$ cat config.mk
export PLATFORM = sky130hd
export DESIGN_NAME = alarm_arm_ctrl
export DESIGN_NICKNAME = d
export VERILOG_FILES = /design/src/rtl/alarm_arm_ctrl.sv
export SDC_FILE = /design/constraint.sdc
export NUM_CORES = 1
export LEC_CHECK = 0
export ABC_AREA = 0
export CAP_MARGIN = 10
export CORE_MARGIN = 2
export CORE_UTILIZATION = 34
export CTS_CLUSTER_DIAMETER = 30
export DETAILED_ROUTE_END_ITERATION = 8
export PLACE_DENSITY_LB_ADDON = 0.25
export SLEW_MARGIN = 20
export SYNTH_ARGS = -nofsm -noshare
export SYNTH_HDL_FRONTEND = slang
export SYNTH_SLANG_ARGS = --single-unit
$ cat constraint.sdc
create_clock -name iCLK -period 3.76 [get_ports iCLK]
set_clock_uncertainty 0.15 [all_clocks]
set_input_delay 0.752 -clock iCLK [delete_from_list [all_inputs] [get_ports iCLK]]
set_output_delay 0.752 -clock iCLK [all_outputs]
set_load 0.02 [all_outputs]
$ cat src/rtl/alarm_arm_ctrl.sv
// alarm_arm_ctrl
//   Alarm arming/disarming controller. It synchronizes the asynchronous
//   inputs and debounces the IR sensor. It runs the
//   DISARMED -> EXIT_DELAY -> ARMED -> TRIGGERED -> LOCKOUT state machine
//   against a programmable switch passcode. It drives oVideo_On, which
//   enables the downstream video pipeline.
//
// Ports
//   iCLK        system clock (CLOCK_50)
//   iRST        synchronous reset, active-high
//   iSENSE      raw IR motion sensor (async)
//   iSW[9:0]    switch bank used as passcode (async, slow)
//   iARM        arm request level (async)
//   iENTER      code-entry request level (async)
//   iSET_CODE   program-passcode request level (async)
//   oVideo_On   high in TRIGGERED and LOCKOUT
//   oArmed      high in EXIT_DELAY, ARMED, TRIGGERED, LOCKOUT
//   oLockout    high in LOCKOUT
//   oState[2:0] 0 DISARMED, 1 EXIT_DELAY, 2 ARMED, 3 TRIGGERED, 4 LOCKOUT
//   oTries[2:0] wrong-code count
//   oSecs[5:0]  remaining seconds in EXIT_DELAY/LOCKOUT, else 0
//   oTick_1Hz   one-cycle pulse each second
module alarm_arm_ctrl #(
  parameter int          CLK_FREQ        = 50_000_000,
  parameter int          DEBOUNCE_CYCLES = 500_000,
  parameter int          ARM_DELAY_S     = 10,
  parameter int          LOCK_S          = 30,
  parameter int          MAX_TRIES       = 3,
  parameter logic [9:0]  DEFAULT_CODE    = 10'h112
) (
  input  logic       iCLK,
  input  logic       iRST,
  input  logic       iSENSE,
  input  logic [9:0] iSW,
  input  logic       iARM,
  input  logic       iENTER,
  input  logic       iSET_CODE,
  output logic       oVideo_On,
  output logic       oArmed,
  output logic       oLockout,
  output logic [2:0] oState,
  output logic [2:0] oTries,
  output logic [5:0] oSecs,
  output logic       oTick_1Hz
);

  localparam int PW = $clog2(CLK_FREQ + 1);
  localparam int DW = $clog2(DEBOUNCE_CYCLES + 1);
  localparam logic [PW-1:0] PRESC_MAX  = PW'(CLK_FREQ - 1);
  localparam logic [DW-1:0] DB_MAX     = DW'(DEBOUNCE_CYCLES - 1);
  localparam logic [5:0]    ARM_SECS   = 6'(ARM_DELAY_S);
  localparam logic [5:0]    LOCK_SECS  = 6'(LOCK_S);
  localparam logic [2:0]    TRIES_LAST = 3'(MAX_TRIES - 1);

  typedef enum logic [2:0] {
    S_DISARMED = 3'd0,
    S_EXIT     = 3'd1,
    S_ARMED    = 3'd2,
    S_TRIG     = 3'd3,
    S_LOCK     = 3'd4
  } state_t;

  // Wrong-code counter increment that never goes past the lockout threshold.
  function automatic logic [2:0] tries_sat_inc(input logic [2:0] t);
    if (t >= TRIES_LAST) return TRIES_LAST;
    return t + 3'd1;
  endfunction

  // ---- p0/p1: two-flop synchronizers, p2: previous value for edge detect
  logic       sense_p0, sense_p1;
  logic       arm_p0, arm_p1, arm_p2;
  logic       enter_p0, enter_p1, enter_p2;
  logic       setc_p0, setc_p1, setc_p2;
  logic [9:0] sw_p0, sw_p1;

  always_ff @(posedge iCLK) begin
    if (iRST) begin
      sense_p0 <= 1'b0; sense_p1 <= 1'b0;
      arm_p0   <= 1'b0; arm_p1   <= 1'b0; arm_p2   <= 1'b0;
      enter_p0 <= 1'b0; enter_p1 <= 1'b0; enter_p2 <= 1'b0;
      setc_p0  <= 1'b0; setc_p1  <= 1'b0; setc_p2  <= 1'b0;
      sw_p0    <= '0;   sw_p1    <= '0;
    end else begin
      sense_p0 <= iSENSE;    sense_p1 <= sense_p0;
      arm_p0   <= iARM;      arm_p1   <= arm_p0;   arm_p2   <= arm_p1;
      enter_p0 <= iENTER;    enter_p1 <= enter_p0; enter_p2 <= enter_p1;
      setc_p0  <= iSET_CODE; setc_p1  <= setc_p0;  setc_p2  <= setc_p1;
      sw_p0    <= iSW;       sw_p1    <= sw_p0;
    end
  end

  logic arm_edge, enter_edge, setc_edge;
  assign arm_edge   = arm_p1   & ~arm_p2;
  assign enter_edge = enter_p1 & ~enter_p2;
  assign setc_edge  = setc_p1  & ~setc_p2;

  // ---- debounce: a new level must persist for DEBOUNCE_CYCLES edges
  logic [DW-1:0] db_cnt;
  logic          sense_db;

  always_ff @(posedge iCLK) begin
    if (iRST) begin
      db_cnt   <= '0;
      sense_db <= 1'b0;
    end else if (sense_p1 == sense_db) begin
      db_cnt <= '0;
    end else if (db_cnt == DB_MAX) begin
      sense_db <= sense_p1;
      db_cnt   <= '0;
    end else begin
      db_cnt <= db_cnt + 1'b1;
    end
  end

  // ---- control state machine
  state_t        state_q, state_d;
  logic [5:0]    secs_q, secs_d;
  logic [2:0]    tries_q, tries_d;
  logic [9:0]    code_q, code_d;
  logic          sense_ref_q, sense_ref_d;
  logic [PW-1:0] presc_q, presc_d;
  logic          video_q, armed_q, lock_q, tick_q;
  logic          tick, match, restart;

  assign tick  = (presc_q == PRESC_MAX);
  assign match = (sw_p1 == code_q);

  always_comb begin
    state_d     = state_q;
    secs_d      = secs_q;
    tries_d     = tries_q;
    code_d      = code_q;
    sense_ref_d = sense_ref_q;
    case (state_q)
      S_DISARMED: begin
        if (setc_edge) code_d = sw_p1;
        // Arming requires all switches down so the code is not left showing.
        if (arm_edge && (sw_p1 == '0)) begin
          state_d = S_EXIT;
          secs_d  = ARM_SECS;
        end
      end
      S_EXIT: begin
        if (enter_edge && match) begin
          state_d = S_DISARMED;
          secs_d  = '0;
        end else if (tick) begin
          if (secs_q == 6'd1) begin
            state_d     = S_ARMED;
            secs_d      = '0;
            sense_ref_d = sense_db;
          end else begin
            secs_d = secs_q - 6'd1;
          end
        end
      end
      S_ARMED: begin
        // Disarm wins over a simultaneous sensor trigger.
        if (enter_edge && match) begin
          state_d = S_DISARMED;
        end else if (sense_db != sense_ref_q) begin
          state_d = S_TRIG;
        end
      end
      S_TRIG: begin
        if (enter_edge) begin
          if (match) begin
            state_d = S_DISARMED;
            tries_d = '0;
          end else if (tries_q == TRIES_LAST) begin
            state_d = S_LOCK;
            secs_d  = LOCK_SECS;
            tries_d = '0;
          end else begin
            tries_d = tries_sat_inc(tries_q);
          end
        end
      end
      S_LOCK: begin
        if (tick) begin
          if (secs_q == 6'd1) begin
            state_d = S_TRIG;
            secs_d  = '0;
          end else begin
            secs_d = secs_q - 6'd1;
          end
        end
      end
      default: begin
        state_d = S_DISARMED;
        secs_d  = '0;
        tries_d = '0;
      end
    endcase
  end

  // The prescaler realigns on entry so each countdown lasts whole seconds.
  assign restart = (state_d != state_q) && ((state_d == S_EXIT) || (state_d == S_LOCK));

  always_comb begin
    if (restart || tick) presc_d = '0;
    else                 presc_d = presc_q + 1'b1;
  end

  always_ff @(posedge iCLK) begin
    if (iRST) begin
      state_q     <= S_DISARMED;
      secs_q      <= '0;
      tries_q     <= '0;
      code_q      <= DEFAULT_CODE;
      sense_ref_q <= 1'b0;
      presc_q     <= '0;
      video_q     <= 1'b0;
      armed_q     <= 1'b0;
      lock_q      <= 1'b0;
      tick_q      <= 1'b0;
    end else begin
      state_q     <= state_d;
      secs_q      <= secs_d;
      tries_q     <= tries_d;
      code_q      <= code_d;
      sense_ref_q <= sense_ref_d;
      presc_q     <= presc_d;
      // Flags are decoded from the next state so they align with oState.
      video_q     <= (state_d == S_TRIG) || (state_d == S_LOCK);
      armed_q     <= (state_d != S_DISARMED);
      lock_q      <= (state_d == S_LOCK);
      tick_q      <= (presc_d == PRESC_MAX);
    end
  end

  assign oState    = state_q;
  assign oSecs     = secs_q;
  assign oTries    = tries_q;
  assign oVideo_On = video_q;
  assign oArmed    = armed_q;
  assign oLockout  = lock_q;
  assign oTick_1Hz = tick_q;

endmodule

==> results of run 1 <==
worst max-delay path by stage:
| stage | start | endpoint | slack (ns) |
|---|---|---|---|
| 3_3_place_gp | presc_q[0] | oTick_1Hz | 1.09 |
| 2_1_floorplan | presc_q[0] | oTick_1Hz | 1.14 |
| 4_1_cts | presc_q[7] | oTick_1Hz | 0.90 |
| 6_report | presc_q[7] | oTick_1Hz | 0.89 |
| 3_5_place_dp | presc_q[7] | oTick_1Hz | 0.91 |
| 5_1_grt | presc_q[7] | oTick_1Hz | 0.56 |
power breakdown:
part,internal (mW),leakage [nW],switching [mW],total (mW)
sequential,1.12,0.845,0.0141,1.14
clock,0.477,0.148,0.462,0.939
combinational,0.0443,0.862,0.0459,0.0902
routing by layer:
layer,GRT usage,wire [um],vias to the layer above
met2,0.204,3910,66
li1,-,-,1816
met3,0.0309,351,13
met5,0,0,-
met4,0.0684,201,0
met1,0.190,4670,1669
cells by family after synthesis:
logic type	count (synthesis)	synth area share
buffers and inverters	29	0.0261
and+or+nand+nor	252	0.299
adders and majority gates	6	0.0165
DFF	104	0.457
xor gates and xnor gates	53	0.102
AOI/OAI and AO/OA	50	0.0730
muxes	12	0.0264
sequential cells by signal, summed over array words and instances (netlist names), 3 cells and up:
signal,count
presc_q,26
db_cnt,19
oSecs,6
sw_p0,10
oState,3
sw_p1,10
oTries,3
code_q,10
synthesized netlist by cell type (6+ instances only):
cell	n
nor2_1	57
nor4_1	8
and3_1	9
a21oi_1	13
nand3_1	18
xor2_1	29
nand2_1	36
mux2i_1	12
ha_1	6
a31oi_1	6
nor4b_1	6
clkbuf_1	15
and2_1	9
nand2b_1	8
o21ai_0	10
nand4_1	13
inv_1	11
nor2b_1	31
nor3_1	25
xnor2_1	24
dfxtp_1	104
per-stage QoR:
| stage | util | power (mW) | setup WS (ns) | hold WS [ns] | cell area (um^2) |
|---|---|---|---|---|---|
| 4_1_cts | 0.406 | 2.20 | 0.899 | 0.292 | 5360 |
| 3_3_place_gp | 0.383 | 1.25 | 1.09 | 0.274 | 5050 |
| 2_1_floorplan | - | 1.22 | 1.14 | 0.263 | 4560 |
| 6_report | 0.406 | 2.17 | 0.887 | 0.291 | 5360 |
| 3_5_place_dp | 0.383 | 1.25 | 0.907 | 0.276 | 5050 |
| 5_1_grt | 0.406 | 2.26 | 0.564 | 0.306 | 5360 |
worst max-delay path: cells and delay by family, from the launching register on:
kind / cells / cell delay [ns]
XOR/XNOR: 1 / 0.19
AND/OR/NAND/NOR: 4 / 1.24
flip-flops: 1 / 0.44
AO/OA/AOI/OAI: 2 / 0.75
area by class of cell:
type                            count  area, um^2  area share
Multi-Input combinational cell    373        2370       0.442
Sequential cell                   104        2080       0.389
Clock inverter                      7        82.6      0.0154
Inverter                           11        41.3     0.00771
Clock buffer                        9         225      0.0421
Tap cell                          176         220      0.0411
Timing Repair Buffer               35         335      0.0626
placed cells by master (no fill, tap or decap), types with 6 or more instances in the layout:
cell type,instances
nor2_1,57
nand2b_1,8
a31oi_1,6
ha_1,6
nor4_1,8
and2_1,9
mux2i_1,12
nand3_1,18
dfxtp_1,104
xnor2_1,24
nand2_1,36
clkbuf_16,9
xor2_1,29
nor3_1,24
and3_1,9
a21oi_1,13
nand4_1,13
o21ai_0,10
nor2b_1,31
inv_1,11
clkdlybuf4s50_1,30
==> results_dict.tcl, run 1 <==
set metrics [dict create \
    first_pass_iters 4 \
    yosysWarnings 0 \
    ctsResizeCount 0 \
    viasPerCell 4.98 \
    required_ns 3.86 \
    r2r_cells 7 \
    nets 556 \
    antenna_cells 0 \
    critPathLaunchType "flip-flop" \
    hold_violations 0 \
    seq_area_frac_synth 0.457 \
    final_cells 715 \
    die_area_um2 14300 \
    drt_iter0_markers 246 \
    timing.rr.end "oTick_1Hz" \
    period_minus_slack_ns 2.87 \
    min_path_cells 1 \
    nFillCells 1327 \
    clockBufferDepth 2 \
    synth.largest_area_cell "dfxtp_1" \
    drv_slew 0 \
    timing.final.crit_share 0.764 \
    grt_max_degree 39 \
    worst_pin_slew_ns 0.938 \
    cts_htree_levels 3 \
    path_common_cell "nand4_1" \
    status "finished, final reports clean" \
    tns_ns 0 \
    cts.clk_slew.worst_paths_ns 0.08 \
    route.vias.total 3564 \
    ctsHoldBuffers 0 \
    cellPowerDensity_nw_per_um2 404 \
    initial_core_util 0.346 \
    grt_pass1_wl_um 15900 \
    syn_inst 506 \
    cpPeakStageDelay_ns 0.69 \
    synth.avg_cell_area_um2 9.01 \
    crit_type "reg -> reg" \
    worst-endpoint-arrival_ns 2.97 \
    min_to "sw_p1[0]" \
    yosys-top-cells-area "dfxtp_1, xor2_1, nor2_1" \
    layout-drive-gt1-share 0.0668 \
    wl_um 9130 \
    num_io_pins 32 \
    r2r_start "presc_q[7]" \
    synth_edf_count 0 \
    cts.sinks 104 \
    remaining_drc_errors 0 \
    dp_hpwl_um 6620 \
    grt_pass1_vias 3320 \
    setup_viol 0 \
    drv_cap 0 \
    clock-root-buffer "clkbuf_16" \
    critPathMaxFanout 6 \
    areaGrowthSynthToFinish_pct 17.5 \
    ys_seq_elements 104 \
    maxSlewHeadroom 0.367 \
    ir_drop_uv 274 \
    gr-usage-all-layers 0.138 \
    ys.flop_type "dfxtp_1" \
    post-cts-setup-buffers 0 \
    numCtsBuffers 9 \
    placement_rows 42 \
    place_congestion 0.797 \
    grt_overflow 0 \
    core_um2 13200 \
    hold_path.class "reg -> reg" \
    chipHeight_um 120 \
    syn-num-nets 528 \
    yosysUniqueCellTypes 52 \
    placed_cells 699 \
    rsz0062_at_grt "no" \
    die_w_um 120 \
    leakagePower_nw 1.86 \
    syn_area_um2 4560 \
    regToRegSetupSlack_ns 0.89 \
    clock_latency_ns 0.36 \
    drt-wirelength-per-cell_um 12.8 \
    async_flop_share 0 \
    crit_path_top_delay_cell "nor4_1" \
    antenna_found_initial 0 \
    fmax_ghz 0.348 \
    worstPathCellList "nand4_1 > nor4_1 > nand4_1 > xor2_1 > a2111oi_0 > nand4b_1 > a2111oi_2" \
    port_buffers 31 \
    min_from "sw_p0[0]" \
    endpoint_kind "flip-flop" \
    ant_nets 0 \
    synth_top_area_share 0.457 \
    cts_tree "yes" \
]
(Power assumes the default switching activity.)
==> run 2: changes to the inputs <==
==> constraint.sdc (replaced) <==
create_clock -name iCLK -period 2.4 [get_ports iCLK]
set_clock_uncertainty 0.15 [all_clocks]
set_input_delay 0.48 -clock iCLK [delete_from_list [all_inputs] [get_ports iCLK]]
set_output_delay 0.48 -clock iCLK [all_outputs]
set_load 0.02 [all_outputs]
==> run 2 against run 1 <==
The run now ends with negative setup slack left; register-to-register slack lost 0.94 ns; total power grew 58%; sequential cell count is the same; combinational power grew 140%.
==> results_dict.tcl, run 2 (synthesized netlist as in run 1, its figures left out) <==
set metrics [dict create \
    ir_drop_uv 387 \
    holdWs_ns 0.291 \
    placement_rows 42 \
    first_pass_iters 4 \
    cts.sinks 104 \
    grt_pass1_vias 3897 \
    layout-drive-gt1-share 0.238 \
    hold_path.class "reg -> reg" \
    power_mw 3.43 \
    viasPerCell 4.90 \
    cts_tree "yes" \
    die_w_um 120 \
    multi_input_area_um2 2580 \
    top_regs "presc_q: 26 flops, db_cnt: 19 flops" \
    status "finished with violations" \
    critPathMaxFanout 13 \
    areaGrowthSynthToFinish_pct 34.6 \
    dp_hpwl_um 7440 \
    cpPeakStageDelay_ns 0.57 \
    rsz0062_at_grt "yes" \
    remaining_drc_errors 0 \
    violations "negative setup slack" \
    hold_violations 0 \
    crit_type "reg -> reg" \
    crit_path_top_delay_cell "or4_4" \
    largest_reg_flops 26 \
    required_ns 2.49 \
    top_register "presc_q" \
    nFillCells 1288 \
    die_area_um2 14300 \
    drv_slew 0 \
    antenna_cells 0 \
    ant_nets 0 \
    worst-endpoint-arrival_ns 2.54 \
    initial_core_util 0.346 \
    clock_latency_ns 0.36 \
    cellPowerDensity_nw_per_um2 559 \
    clockBufferDepth 2 \
    worstPathCellList "xnor2_2 > nand4_1 > or4_4 > o211a_1 > a21o_1 > o21ai_4 > bufbuf_16 > nor3_1" \
    endpoint_kind "flip-flop" \
    worst_slack_ns -0.0501 \
    final_cell_mix "dfxtp_1, buf_4, nor2_1, nand2_1, nor2b_1" \
    worst_pin_slew_ns 0.513 \
    wl_um 10500 \
    maxSlewHeadroom 0.653 \
    place_congestion 0.893 \
    tns_ns -0.601 \
    drt_iter0_markers 190 \
    ctsHoldBuffers 0 \
    timing.final.crit_share 1.02 \
    drt-wirelength-per-cell_um 13.3 \
    grt_overflow 0 \
    fmax_ghz 0.408 \
    numCtsBuffers 9 \
    num_io_pins 32 \
    period_minus_slack_ns 2.45 \
    setup_viol 18 \
    cts.clk_slew.worst_paths_ns 0.07 \
    antenna_found_initial 1 \
    drv_cap 0 \
    final_util 0.465 \
    grt_pass1_wl_um 18100 \
    layout_commonest_cell "dfxtp_1" \
    core_um2 13200 \
    critPathLaunchType "flip-flop" \
    leakagePower_nw 2.31 \
    cts_htree_levels 3 \
    placed_cells 761 \
    chipHeight_um 120 \
    gr-usage-all-layers 0.157 \
    nets 627 \
    route.vias.total 3849 \
    final_cells 786 \
    port_buffers 31 \
    grt_max_degree 37 \
    regArea_um2 2100 \
    clock-root-buffer "clkbuf_16" \
]
## run 2: cell types whose count changed in the layout (fill, tap and decap cells not counted), sizes merged
cell | previous run | this run
bufbuf | 0 | 1
clkinvlp | 1 | 0
inv | 15 | 14
clkbuf | 9 | 10
clkinv | 2 | 3
buf | 5 | 75
## run 2: worst max-delay path: cells and delay by family, from the launching register on
kind	cells	cell delay, ns
AO/OA/AOI/OAI	3	0.58
XOR/XNOR	1	0.19
buffers and inverters	1	0.31
flip-flops	1	0.33
AND/OR/NAND/NOR	3	0.77
## run 2: final cells by class
cell class	count	share of cell area
Clock buffer	10	0.0373
Clock inverter	6	0.0102
Inverter	11	0.00673
Multi-Input combinational cell	373	0.420
Sequential cell	104	0.342
Tap cell	176	0.0359
Timing Repair Buffer	106	0.148
## run 2: repair_timing
| action | 4_1_cts | 5_1_grt |
|---|---|---|
| gates resized for setup | 18 | 20 |
| setup buffers | 3 | 5 |
| pin swaps | 5 | 8 |
| setup endpoints to repair | 4 | 34 |
| cloned | 1 | 0 |
## run 2: worst paths after layout
kind	depth (start not counted)	to	start	slack, ns
worst max-delay path	8	presc_q[20]	code_q[6]	-0.05
worst min-delay path	1	sw_p1[5]	sw_p0[5]	0.29
worst max register to register	8	presc_q[20]	code_q[6]	-0.05
worst min register to register	1	sw_p1[5]	sw_p0[5]	0.29
## run 2: per-stage QoR
stage	cell area, um^2	setup WS, ns
floorplan	4590	-0.0398
global placement	5560	-0.0570
detailed placement	5560	-0.101
CTS	5980	0.00273
global route	6140	-0.174
finish	6140	-0.0501
## run 2: metal layers
layer,wire (um),track usage
met5,13,0
met4,178,0.0610
met3,333,0.0452
met2,4810,0.250
met1,5140,0.200
## run 2: report_power, final
| part | internal (mW) | switching, mW | leakage, nW |
|---|---|---|---|
| clock network | 0.732 | 0.699 | 0.142 |
| registers | 1.76 | 0.0206 | 0.850 |
| logic | 0.123 | 0.0965 | 1.32 |
==> run 3: changes to the inputs <==
--- a/config.mk
+++ b/config.mk
@@ -11,6 +11,7 @@
 export CORE_UTILIZATION = 34
 export CTS_CLUSTER_DIAMETER = 30
 export DETAILED_ROUTE_END_ITERATION = 8
+export GPL_ROUTABILITY_DRIVEN = 0
 export PLACE_DENSITY_LB_ADDON = 0.25
 export SLEW_MARGIN = 20
 export SYNTH_ARGS = -nofsm -noshare
==> results of run 3 <==
No change in the layout: final DEF, timing and power equal those of run 2.
